==> src/rtl/rgmii_tx_arbiter_if.sv <==
// ---------------------------------------------------------------------------
// rgmii_tx_arbiter_if
//   Bundles the N_PORTS requester AXI-Stream inputs and the single AXI-Stream
//   output towards the RGMII MAC core tx_axis_* port.
//
//   Signals
//     s_axis_tdata   8*N_PORTS  per-requester byte, port i at [8*i+7:8*i]
//     s_axis_tvalid  N_PORTS    per-requester valid
//     s_axis_tlast   N_PORTS    per-requester end of packet
//     s_axis_tuser   N_PORTS    per-requester bad-frame flag
//     s_axis_tready  N_PORTS    per-requester ready (driven by the arbiter)
//     m_axis_tdata   8          byte to the MAC
//     m_axis_tvalid  1          valid to the MAC
//     m_axis_tready  1          ready from the MAC
//     m_axis_tlast   1          end of packet to the MAC
//     m_axis_tuser   1          bad-frame flag to the MAC
//
//   Modports
//     master : the arbiter (drives m_axis_* and s_axis_tready)
//     slave  : the environment (requesters and MAC)
// ---------------------------------------------------------------------------
interface rgmii_tx_arbiter_if #(
    parameter int N_PORTS = 2
);
    logic [8*N_PORTS-1:0] s_axis_tdata;
    logic [N_PORTS-1:0]   s_axis_tvalid;
    logic [N_PORTS-1:0]   s_axis_tlast;
    logic [N_PORTS-1:0]   s_axis_tuser;
    logic [N_PORTS-1:0]   s_axis_tready;

    logic [7:0]           m_axis_tdata;
    logic                 m_axis_tvalid;
    logic                 m_axis_tready;
    logic                 m_axis_tlast;
    logic                 m_axis_tuser;

    modport master (
        input  s_axis_tdata,
        input  s_axis_tvalid,
        input  s_axis_tlast,
        input  s_axis_tuser,
        output s_axis_tready,
        output m_axis_tdata,
        output m_axis_tvalid,
        input  m_axis_tready,
        output m_axis_tlast,
        output m_axis_tuser
    );

    modport slave (
        output s_axis_tdata,
        output s_axis_tvalid,
        output s_axis_tlast,
        output s_axis_tuser,
        input  s_axis_tready,
        input  m_axis_tdata,
        input  m_axis_tvalid,
        output m_axis_tready,
        input  m_axis_tlast,
        input  m_axis_tuser
    );
endinterface

==> src/rtl/rgmii_tx_arbiter.sv <==
// ---------------------------------------------------------------------------
// rgmii_tx_arbiter
//   Packet-granular round-robin arbiter that shares the single 8-bit TX
//   AXI-Stream input of the RGMII MAC core between N_PORTS requesters.
//   Whole packets are forwarded without interleaving. A packet whose source
//   stalls mid-frame for TIMEOUT cycles is terminated towards the MAC with a
//   zero byte flagged tlast/tuser, and the rest of that source's packet is
//   then silently drained.
//
//   Parameters
//     N_PORTS  number of requesters, 2..8
//     TIMEOUT  consecutive mid-packet cycles with the owner's tvalid low
//              before the packet is aborted, >= 2
//
//   Ports
//     clk_int    125 MHz TX clock, the only clock
//     rst_int_n  asynchronous active-low reset
//     bus        AXI-Stream bundle (requesters in, MAC out), master modport
//     grant      one-hot current owner, 0 while idle
//     abort_cnt  saturating count of aborted packets
// ---------------------------------------------------------------------------
module rgmii_tx_arbiter #(
    parameter int N_PORTS = 2,
    parameter int TIMEOUT = 64
) (
    input  logic                  clk_int,
    input  logic                  rst_int_n,
    rgmii_tx_arbiter_if.master    bus,
    output logic [N_PORTS-1:0]    grant,
    output logic [15:0]           abort_cnt
);

    localparam int IDX_W = (N_PORTS > 1) ? $clog2(N_PORTS) : 1;
    localparam int TMR_W = $clog2(TIMEOUT);

    typedef enum logic [1:0] {
        IDLE  = 2'd0,
        PASS  = 2'd1,
        ABORT = 2'd2,
        DRAIN = 2'd3
    } state_t;

    state_t             state;
    state_t             state_n;
    logic [N_PORTS-1:0] grant_n;
    logic [IDX_W-1:0]   owner;
    logic [IDX_W-1:0]   owner_n;
    logic [IDX_W-1:0]   rr_ptr;
    logic [IDX_W-1:0]   rr_ptr_n;
    logic [TMR_W-1:0]   timer;
    logic [TMR_W-1:0]   timer_n;
    logic [15:0]        abort_cnt_n;

    logic [IDX_W-1:0]   pick;
    logic               pick_vld;
    logic               own_vld;
    logic               own_last;

    // Index of the k-th candidate when searching round-robin from base.
    function automatic logic [IDX_W-1:0] rr_index(input logic [IDX_W-1:0] base,
                                                  input int               k);
        int s;
        s = int'(base) + k;
        if (s >= N_PORTS) begin
            s = s - N_PORTS;
        end
        return IDX_W'(s);
    endfunction

    // Port after g, wrapping at N_PORTS (which need not be a power of two).
    function automatic logic [IDX_W-1:0] next_port(input logic [IDX_W-1:0] g);
        return (g == IDX_W'(N_PORTS - 1)) ? '0 : g + IDX_W'(1);
    endfunction

    function automatic logic [15:0] sat_inc(input logic [15:0] cnt);
        return (cnt == 16'hFFFF) ? cnt : cnt + 16'd1;
    endfunction

    assign own_vld  = bus.s_axis_tvalid[owner];
    assign own_last = bus.s_axis_tlast[owner];

    // First requesting port at or after rr_ptr. The previous owner was moved
    // past when its packet finished, so it is searched last.
    always_comb begin
        pick     = '0;
        pick_vld = 1'b0;
        for (int k = 0; k < N_PORTS; k++) begin
            if (!pick_vld && bus.s_axis_tvalid[rr_index(rr_ptr, k)]) begin
                pick     = rr_index(rr_ptr, k);
                pick_vld = 1'b1;
            end
        end
    end

    // Next-state and output decode. Outputs depend only on the registered
    // state/owner plus the owner's live stream signals, so reset forces all
    // of them low immediately.
    always_comb begin
        state_n     = state;
        grant_n     = grant;
        owner_n     = owner;
        rr_ptr_n    = rr_ptr;
        timer_n     = '0;
        abort_cnt_n = abort_cnt;

        bus.s_axis_tready = '0;
        bus.m_axis_tdata  = 8'h00;
        bus.m_axis_tvalid = 1'b0;
        bus.m_axis_tlast  = 1'b0;
        bus.m_axis_tuser  = 1'b0;

        unique case (state)
            IDLE: begin
                // Selecting cycle: nothing is consumed, which yields the
                // one-cycle bubble between packets.
                if (pick_vld) begin
                    state_n       = PASS;
                    owner_n       = pick;
                    grant_n       = '0;
                    grant_n[pick] = 1'b1;
                end
            end

            PASS: begin
                bus.m_axis_tdata          = bus.s_axis_tdata[{owner, 3'b000} +: 8];
                bus.m_axis_tvalid         = own_vld;
                bus.m_axis_tlast          = own_last;
                bus.m_axis_tuser          = bus.s_axis_tuser[owner];
                bus.s_axis_tready[owner]  = bus.m_axis_tready;

                // Only source starvation counts towards the timeout; MAC
                // backpressure with tvalid high keeps the timer at zero.
                // A final handshake always wins over an expiring timer.
                if (own_vld && bus.m_axis_tready && own_last) begin
                    state_n  = IDLE;
                    grant_n  = '0;
                    rr_ptr_n = next_port(owner);
                end else if (own_vld) begin
                    timer_n = '0;
                end else if (timer == TMR_W'(TIMEOUT - 1)) begin
                    state_n = ABORT;
                end else begin
                    timer_n = timer + TMR_W'(1);
                end
            end

            ABORT: begin
                // Synthetic terminating beat; held until the MAC accepts it.
                bus.m_axis_tvalid = 1'b1;
                bus.m_axis_tdata  = 8'h00;
                bus.m_axis_tlast  = 1'b1;
                bus.m_axis_tuser  = 1'b1;
                if (bus.m_axis_tready) begin
                    state_n     = DRAIN;
                    abort_cnt_n = sat_inc(abort_cnt);
                end
            end

            DRAIN: begin
                // Swallow the remainder of the aborted packet; the MAC has
                // already seen its end.
                bus.s_axis_tready[owner] = 1'b1;
                if (own_vld && own_last) begin
                    state_n  = IDLE;
                    grant_n  = '0;
                    rr_ptr_n = next_port(owner);
                end
            end

            default: begin
                state_n = IDLE;
                grant_n = '0;
            end
        endcase
    end

    always_ff @(posedge clk_int or negedge rst_int_n) begin
        if (!rst_int_n) begin
            state     <= IDLE;
            grant     <= '0;
            owner     <= '0;
            rr_ptr    <= '0;
            timer     <= '0;
            abort_cnt <= 16'h0000;
        end else begin
            state     <= state_n;
            grant     <= grant_n;
            owner     <= owner_n;
            rr_ptr    <= rr_ptr_n;
            timer     <= timer_n;
            abort_cnt <= abort_cnt_n;
        end
    end

endmodule

==> src/flat_wrapper.sv <==
// flat-port wrapper written by rule: the top's interface ports become plain ports
module rgmii_tx_arbiter_flat 
#(
    parameter int N_PORTS = 2,
    parameter int TIMEOUT = 64
)
  (clk_int, rst_int_n, grant, abort_cnt, bus_s_axis_tdata, bus_s_axis_tvalid, bus_s_axis_tlast, bus_s_axis_tuser, bus_s_axis_tready, bus_m_axis_tdata, bus_m_axis_tvalid, bus_m_axis_tready, bus_m_axis_tlast, bus_m_axis_tuser);
  rgmii_tx_arbiter_if #(.N_PORTS(N_PORTS)) bus_i ();
  input  logic clk_int;
  input  logic rst_int_n;
  output logic [N_PORTS-1:0] grant;
  output logic [15:0] abort_cnt;
  input wire logic [$bits(bus_i.s_axis_tdata)-1:0] bus_s_axis_tdata;
  input wire logic [$bits(bus_i.s_axis_tvalid)-1:0] bus_s_axis_tvalid;
  input wire logic [$bits(bus_i.s_axis_tlast)-1:0] bus_s_axis_tlast;
  input wire logic [$bits(bus_i.s_axis_tuser)-1:0] bus_s_axis_tuser;
  output wire logic [$bits(bus_i.s_axis_tready)-1:0] bus_s_axis_tready;
  output wire logic [$bits(bus_i.m_axis_tdata)-1:0] bus_m_axis_tdata;
  output wire logic [$bits(bus_i.m_axis_tvalid)-1:0] bus_m_axis_tvalid;
  input wire logic [$bits(bus_i.m_axis_tready)-1:0] bus_m_axis_tready;
  output wire logic [$bits(bus_i.m_axis_tlast)-1:0] bus_m_axis_tlast;
  output wire logic [$bits(bus_i.m_axis_tuser)-1:0] bus_m_axis_tuser;
  assign bus_i.s_axis_tdata = bus_s_axis_tdata;
  assign bus_i.s_axis_tvalid = bus_s_axis_tvalid;
  assign bus_i.s_axis_tlast = bus_s_axis_tlast;
  assign bus_i.s_axis_tuser = bus_s_axis_tuser;
  assign bus_s_axis_tready = bus_i.s_axis_tready;
  assign bus_m_axis_tdata = bus_i.m_axis_tdata;
  assign bus_m_axis_tvalid = bus_i.m_axis_tvalid;
  assign bus_i.m_axis_tready = bus_m_axis_tready;
  assign bus_m_axis_tlast = bus_i.m_axis_tlast;
  assign bus_m_axis_tuser = bus_i.m_axis_tuser;
  rgmii_tx_arbiter #(.N_PORTS(N_PORTS), .TIMEOUT(TIMEOUT)) u_core (.clk_int(clk_int), .rst_int_n(rst_int_n), .bus(bus_i), .grant(grant), .abort_cnt(abort_cnt));
endmodule
==> config.mk <==
export PLATFORM = sky130hd
export DESIGN_NAME = rgmii_tx_arbiter_flat
export DESIGN_NICKNAME = d
export VERILOG_FILES = /design/src/rtl/rgmii_tx_arbiter_if.sv /design/src/rtl/rgmii_tx_arbiter.sv /design/src/flat_wrapper.sv
export SDC_FILE = /design/constraint.sdc
export NUM_CORES = 1
export LEC_CHECK = 0
export BUFFER_PORTS_ARGS = -buffer_cell sky130_fd_sc_hd__buf_2
export CAP_MARGIN = 20
export CORE_AREA = 2 2 60 62
export DETAILED_ROUTE_END_ITERATION = 6
export DIE_AREA = 0 0 62 64
export GPL_TIMING_DRIVEN = 0
export HOLD_SLACK_MARGIN = 0.05
export PLACE_DENSITY = 0.85
export SYNTH_ARGS = -nofsm -noshare
export SYNTH_HDL_FRONTEND = slang
export SYNTH_SLANG_ARGS = --single-unit
==> constraint.sdc <==
create_clock -name clk_int -period 4.5 [get_ports clk_int]
set_input_delay 0.675 -clock clk_int [delete_from_list [all_inputs] [get_ports clk_int]]
set_output_delay 0.675 -clock clk_int [all_outputs]
set_load 0.005 [all_outputs]
# Word-level counts from Yosys, hierarchy flattened
# Cells that the tools add are included.
dict set report word_totals {
  ff_bits 28
  n_memories 0
  ramBits 0
  output_inout_bits 31
  latchBits 0
  input_bits 25
  word_cells 92
  rom_bits 0
}
dict set report op_classes {
  magnitude_cmp 8
  bitwise_logic 2
  mul 0
  add_sub_neg 6
  eq_ne 11
  reduce_logical 15
  muxes 43
  n_shift 1
  div 0
}
# op n
set op_table {}
lappend op_table {{6-bit two-way mux} 4}
lappend op_table {{1-bit two-way mux} 21}
lappend op_table {{16-bit by 1-bit adder with 16-bit output, second input constant} 1}
lappend op_table {{16-bit == test, second input constant} 1}
lappend op_table {{2-bit two-way mux} 8}
lappend op_table {{16-bit by 5-bit indexed part select with 8-bit output} 1}
lappend op_table {{1-bit by 2-bit less-than comparator with 1-bit output, second input constant} 4}
lappend op_table {{8-bit two-way mux} 1}
lappend op_table {{1-bit case mux with 2 select lines} 4}
lappend op_table {{2-bit case mux with 4 select lines} 1}
lappend op_table {{6-bit by 1-bit adder with 6-bit output, second input constant} 1}
lappend op_table {{6-bit == test, second input constant} 1}
lappend op_table {{1-bit logical AND} 6}
lappend op_table {{2-bit by 1-bit != test with 1-bit output, second input constant} 3}
lappend op_table {{2-bit case mux with 3 select lines} 1}
lappend op_table {{3-bit AND reduction} 2}
lappend op_table {{5-bit AND reduction} 1}
lappend op_table {{2-bit == test, second input constant} 2}
lappend op_table {{2-bit case mux with 2 select lines} 1}
lappend op_table {{4-bit AND reduction} 1}
lappend op_table {{3-bit by 1-bit != test with 1-bit output, second input constant} 1}
lappend op_table {{3-bit != test, second input constant} 1}
lappend op_table {{3-bit nonzero test} 1}
lappend op_table {{1-bit by 1-bit adder with 2-bit output, second input constant} 1}
lappend op_table {{other kinds (14)} 17}

# Logic depth before layout (Yosys ltp)
dict set report logic_depth {
  ltp_word 14
  depth_mapped 6
  mapped_depth_nobuf 6
}

# Worst setup path after synthesis
# No wires, ideal clock.
dict set report synth_timing {
  path_type {input to output}
  start {in bus_s_axis_tvalid[0]}
  end {out bus_m_axis_tvalid}
  n_path_buf 0
  required_ns 3.825
  slack_ns 2.649
  arrival_ns 1.176
  stages 3
  path_cell_list {mux2_4 > a21oi_1 > nor2b_1}
}
dict set report synth_via {
  elab_chain_len 3
}
# element line_no
set synth_rtl {}
lappend synth_rtl {{start, declared} flat_wrapper.sv:14} ;# input wire logic [$bits(bus_i.s_axis_tvalid)-1:0] bus_s_axis_tvalid;
lappend synth_rtl {{1-bit two-way mux (not written as such) (2 in series)} rgmii_tx_arbiter.sv:79} ;# assign own_vld = bus.s_axis_tvalid[owner];
lappend synth_rtl {{1-bit case mux with 2 select lines} rgmii_tx_arbiter.sv:112} ;# unique case (state)
lappend synth_rtl {{end, declared} flat_wrapper.sv:19} ;# output wire logic [$bits(bus_i.m_axis_tvalid)-1:0] bus_m_axis_tvalid;
# Every way passes these cells. The select of a mux whose other input is x is not followed.

==> metrics.cfg <==
[global_routing]
grt_overflow_total=0
grt_pass1_wl_um=6020
grt_max_degree=29
antenna_found_initial=0
track_usage=0.195
first_global_vias=1490

[routing]
via_count=1530
drtAntennaViolNets=0
wl_per_cell_um=12.8
viasPerCell=5.52
drc=0
dr.pass1.iters=4
drt_iter0_drc=75
routed_wl_um=3550

[worst_setup_path]
worst-path-max-fanout=10
crit_slowest_cell=dfrtp_1
crit_type=reg2out
crit_path_end_kind=output port
required_ps=3830
slowest_delay_ps=430
path_cells=inv_1 > ha_1 > buf_2 > a21oi_1 > nor2b_1 > buf_2
arrival_ps=1750
reg2reg_from=u_core.state[0]
ff2ff_path_depth=6
cp_common_cell=buf_2
r2r_end=u_core.grant[0]
crit_end=bus_s_axis_tready[1]
worstSetupStartpointType=register
regToRegSetupSlack_ps=2530

[final_layout]
final_area_um2=2120
drive_above_1_share=0.316
num_antenna_cells=0
nNetsFinal=264
area_delta_synth_final_pct=20.1

[synthesis]
synth_ff_type=dfrtp_1
synth_warnings=0
synth_edf_count=0
synth_most_common_cell=dfrtp_1
synthDominantCellAreaShare=0.397
syn_nets=204
synth_area_um2=1760
synth_seq_cells=28
yosys.area.top_type=dfrtp_1
ys_types=41
syn-instance-count=173
async_flop_share=1.00
syn_area_per_cell_um2=10.2
netlist_top_cells_count=28 x dfrtp_1, 17 x xnor2_1, 13 x nor2b_1
seq_area_frac_synth=0.397
synthTopCellsByArea=dfrtp_1 40%, xnor2_1 8.4%, mux2i_1 5.7%

[sta]
maxSlewHeadroom=0.596
max_clock_freq_mhz=412
period_needed_ps=2430
rsz0062_at_grt=no
finalCritPeriodShare=0.539
drv_slew=0
fin_skew_ps=9.42
worst_slew_pin_slew_ps=606
hold_viol_final=0
finalSetupViolations=0
fin_tns_setup_ps=0

[placed_design]
hpwl_um=2800
io_buffers=55
routabilityCongestion=0.931
placed_area_um2=2100

[clock_tree]
root_buffer=clkbuf_4
clock_path_buffers=2
clk_latency_ps=320
clkTransAtPathRegs_ps=140
postCtsResizedCells=0
ctsHoldBuffers=0
cts_setup_buffers=0
cts.sinks=28
htree_levels=1
cts_buffers=3
cts_tree=yes

[run]
drv_cap=0

[power_and_ir_drop]
power_uw=782
leakage_nw=1.06
p_per_area_nw_per_um2=369
ir_worst_vdd_mv=0.283

[die]
pin_count=56
initial_core_util=0.537
die_area_um2=3970
die_h_um=64
rows=21
core_area_um2=3280
die_x_um=62

[worst_hold_path]
hp-class=in2async

[run_status]
status=finished, final reports clean

==> critical path: cells and delay by family (launching register included) <==
kind / cells / cell delay [ps]
AOI/OAI and AO/OA: 1 / 120
adders and majority gates: 1 / 260
buffers and inverters: 3 / 520
DFF: 1 / 430
and+or+nand+nor: 1 / 120
==> power by group <==
part / switching (mW) / internal, mW
sequential: 0.0155 / 0.279
clock: 0.0667 / 0.0313
combinational: 0.195 / 0.194
total: 0.277 / 0.505
==> layout by cell type, fill, tap and decap left out, types with 2 or more instances in the layout <==
master,count
a21oi_1,7
and2_1,3
and3_1,6
buf_2,57
clkbuf_1,2
clkbuf_4,3
dfrtp_1,28
ha_1,6
inv_1,6
mux2_2,4
mux2i_1,10
nand2_1,9
nand3_1,7
nand4_1,5
nand4b_1,2
nor2_1,8
nor2b_1,13
nor3_1,5
nor3b_1,2
o2111ai_1,6
o211ai_1,2
o21ai_0,3
xnor2_1,17
xor2_1,2
==> kinds of logic (layout without fill, tap and decap cells) <==
logic type,count (synthesis),after routing,share of synthesized area
AO/OA/AOI/OAI,29,29,0.128
AND/OR/NAND/NOR,64,64,0.212
flip-flops,28,28,0.397
adder cells (fa/ha/maj),6,6,0.0426
multiplexers,16,16,0.0972
buffers and inverters,11,69,0.0291
XOR/XNOR,19,19,0.0943
==> layer usage <==
metal / track usage / up-vias / part of all wire
met4: 0.0665 / 0 / 0.0096
met1: 0.235 / 720 / 0.42
li1: - / 743 / -
met3: 0.0304 / 4 / 0.073
met5: 0 / - / 0
met2: 0.339 / 63 / 0.50
==> how the worst min path moves through the flow <==
stage	to	slack, ps	cells after the start
after global placement	u_core.timer[0]	460	1
after global routing	u_core.abort_cnt[6]	370	1
after CTS	u_core.abort_cnt[6]	360	1
after detailed placement	u_core.timer[0]	460	1
after floorplan	async pin	380	0
final	u_core.abort_cnt[6]	340	1
==> state kept, by name, summed over array words and instances (netlist names), named ones only <==
| signal | cells |
|---|---|
| u_core.abort_cnt | 16 |
| u_core.grant | 2 |
| u_core.owner | 1 |
| u_core.rr_ptr | 1 |
| u_core.state | 1 |
| u_core.timer | 6 |
==> stage by stage <==
| stage | hold slack, ps | setup WS, ps | instances | util |
|---|---|---|---|---|
| CTS | 358 | 2070 | 277 | 0.645 |
| detailed placement | 464 | 2370 | 274 | 0.638 |
| floorplan | 379 | 2650 | 173 | - |
| finish | 343 | 2070 | 277 | 0.645 |
| global placement | 459 | 2380 | 274 | 0.638 |
| global route | 373 | 1880 | 277 | 0.645 |
==> area by class of cell <==
| type | count | area, µm² |
|---|---|---|
| plain buffers | 5 | 28.8 |
| clock buffers | 3 | 22.5 |
| fillers | 284 | 1160 |
| inverters | 6 | 22.5 |
| multi-input cells | 134 | 1010 |
| flip-flops and latches | 28 | 701 |
| well taps | 46 | 57.6 |
| repair buffers | 55 | 275 |
Note: power is estimated with default switching activity, not from simulation.
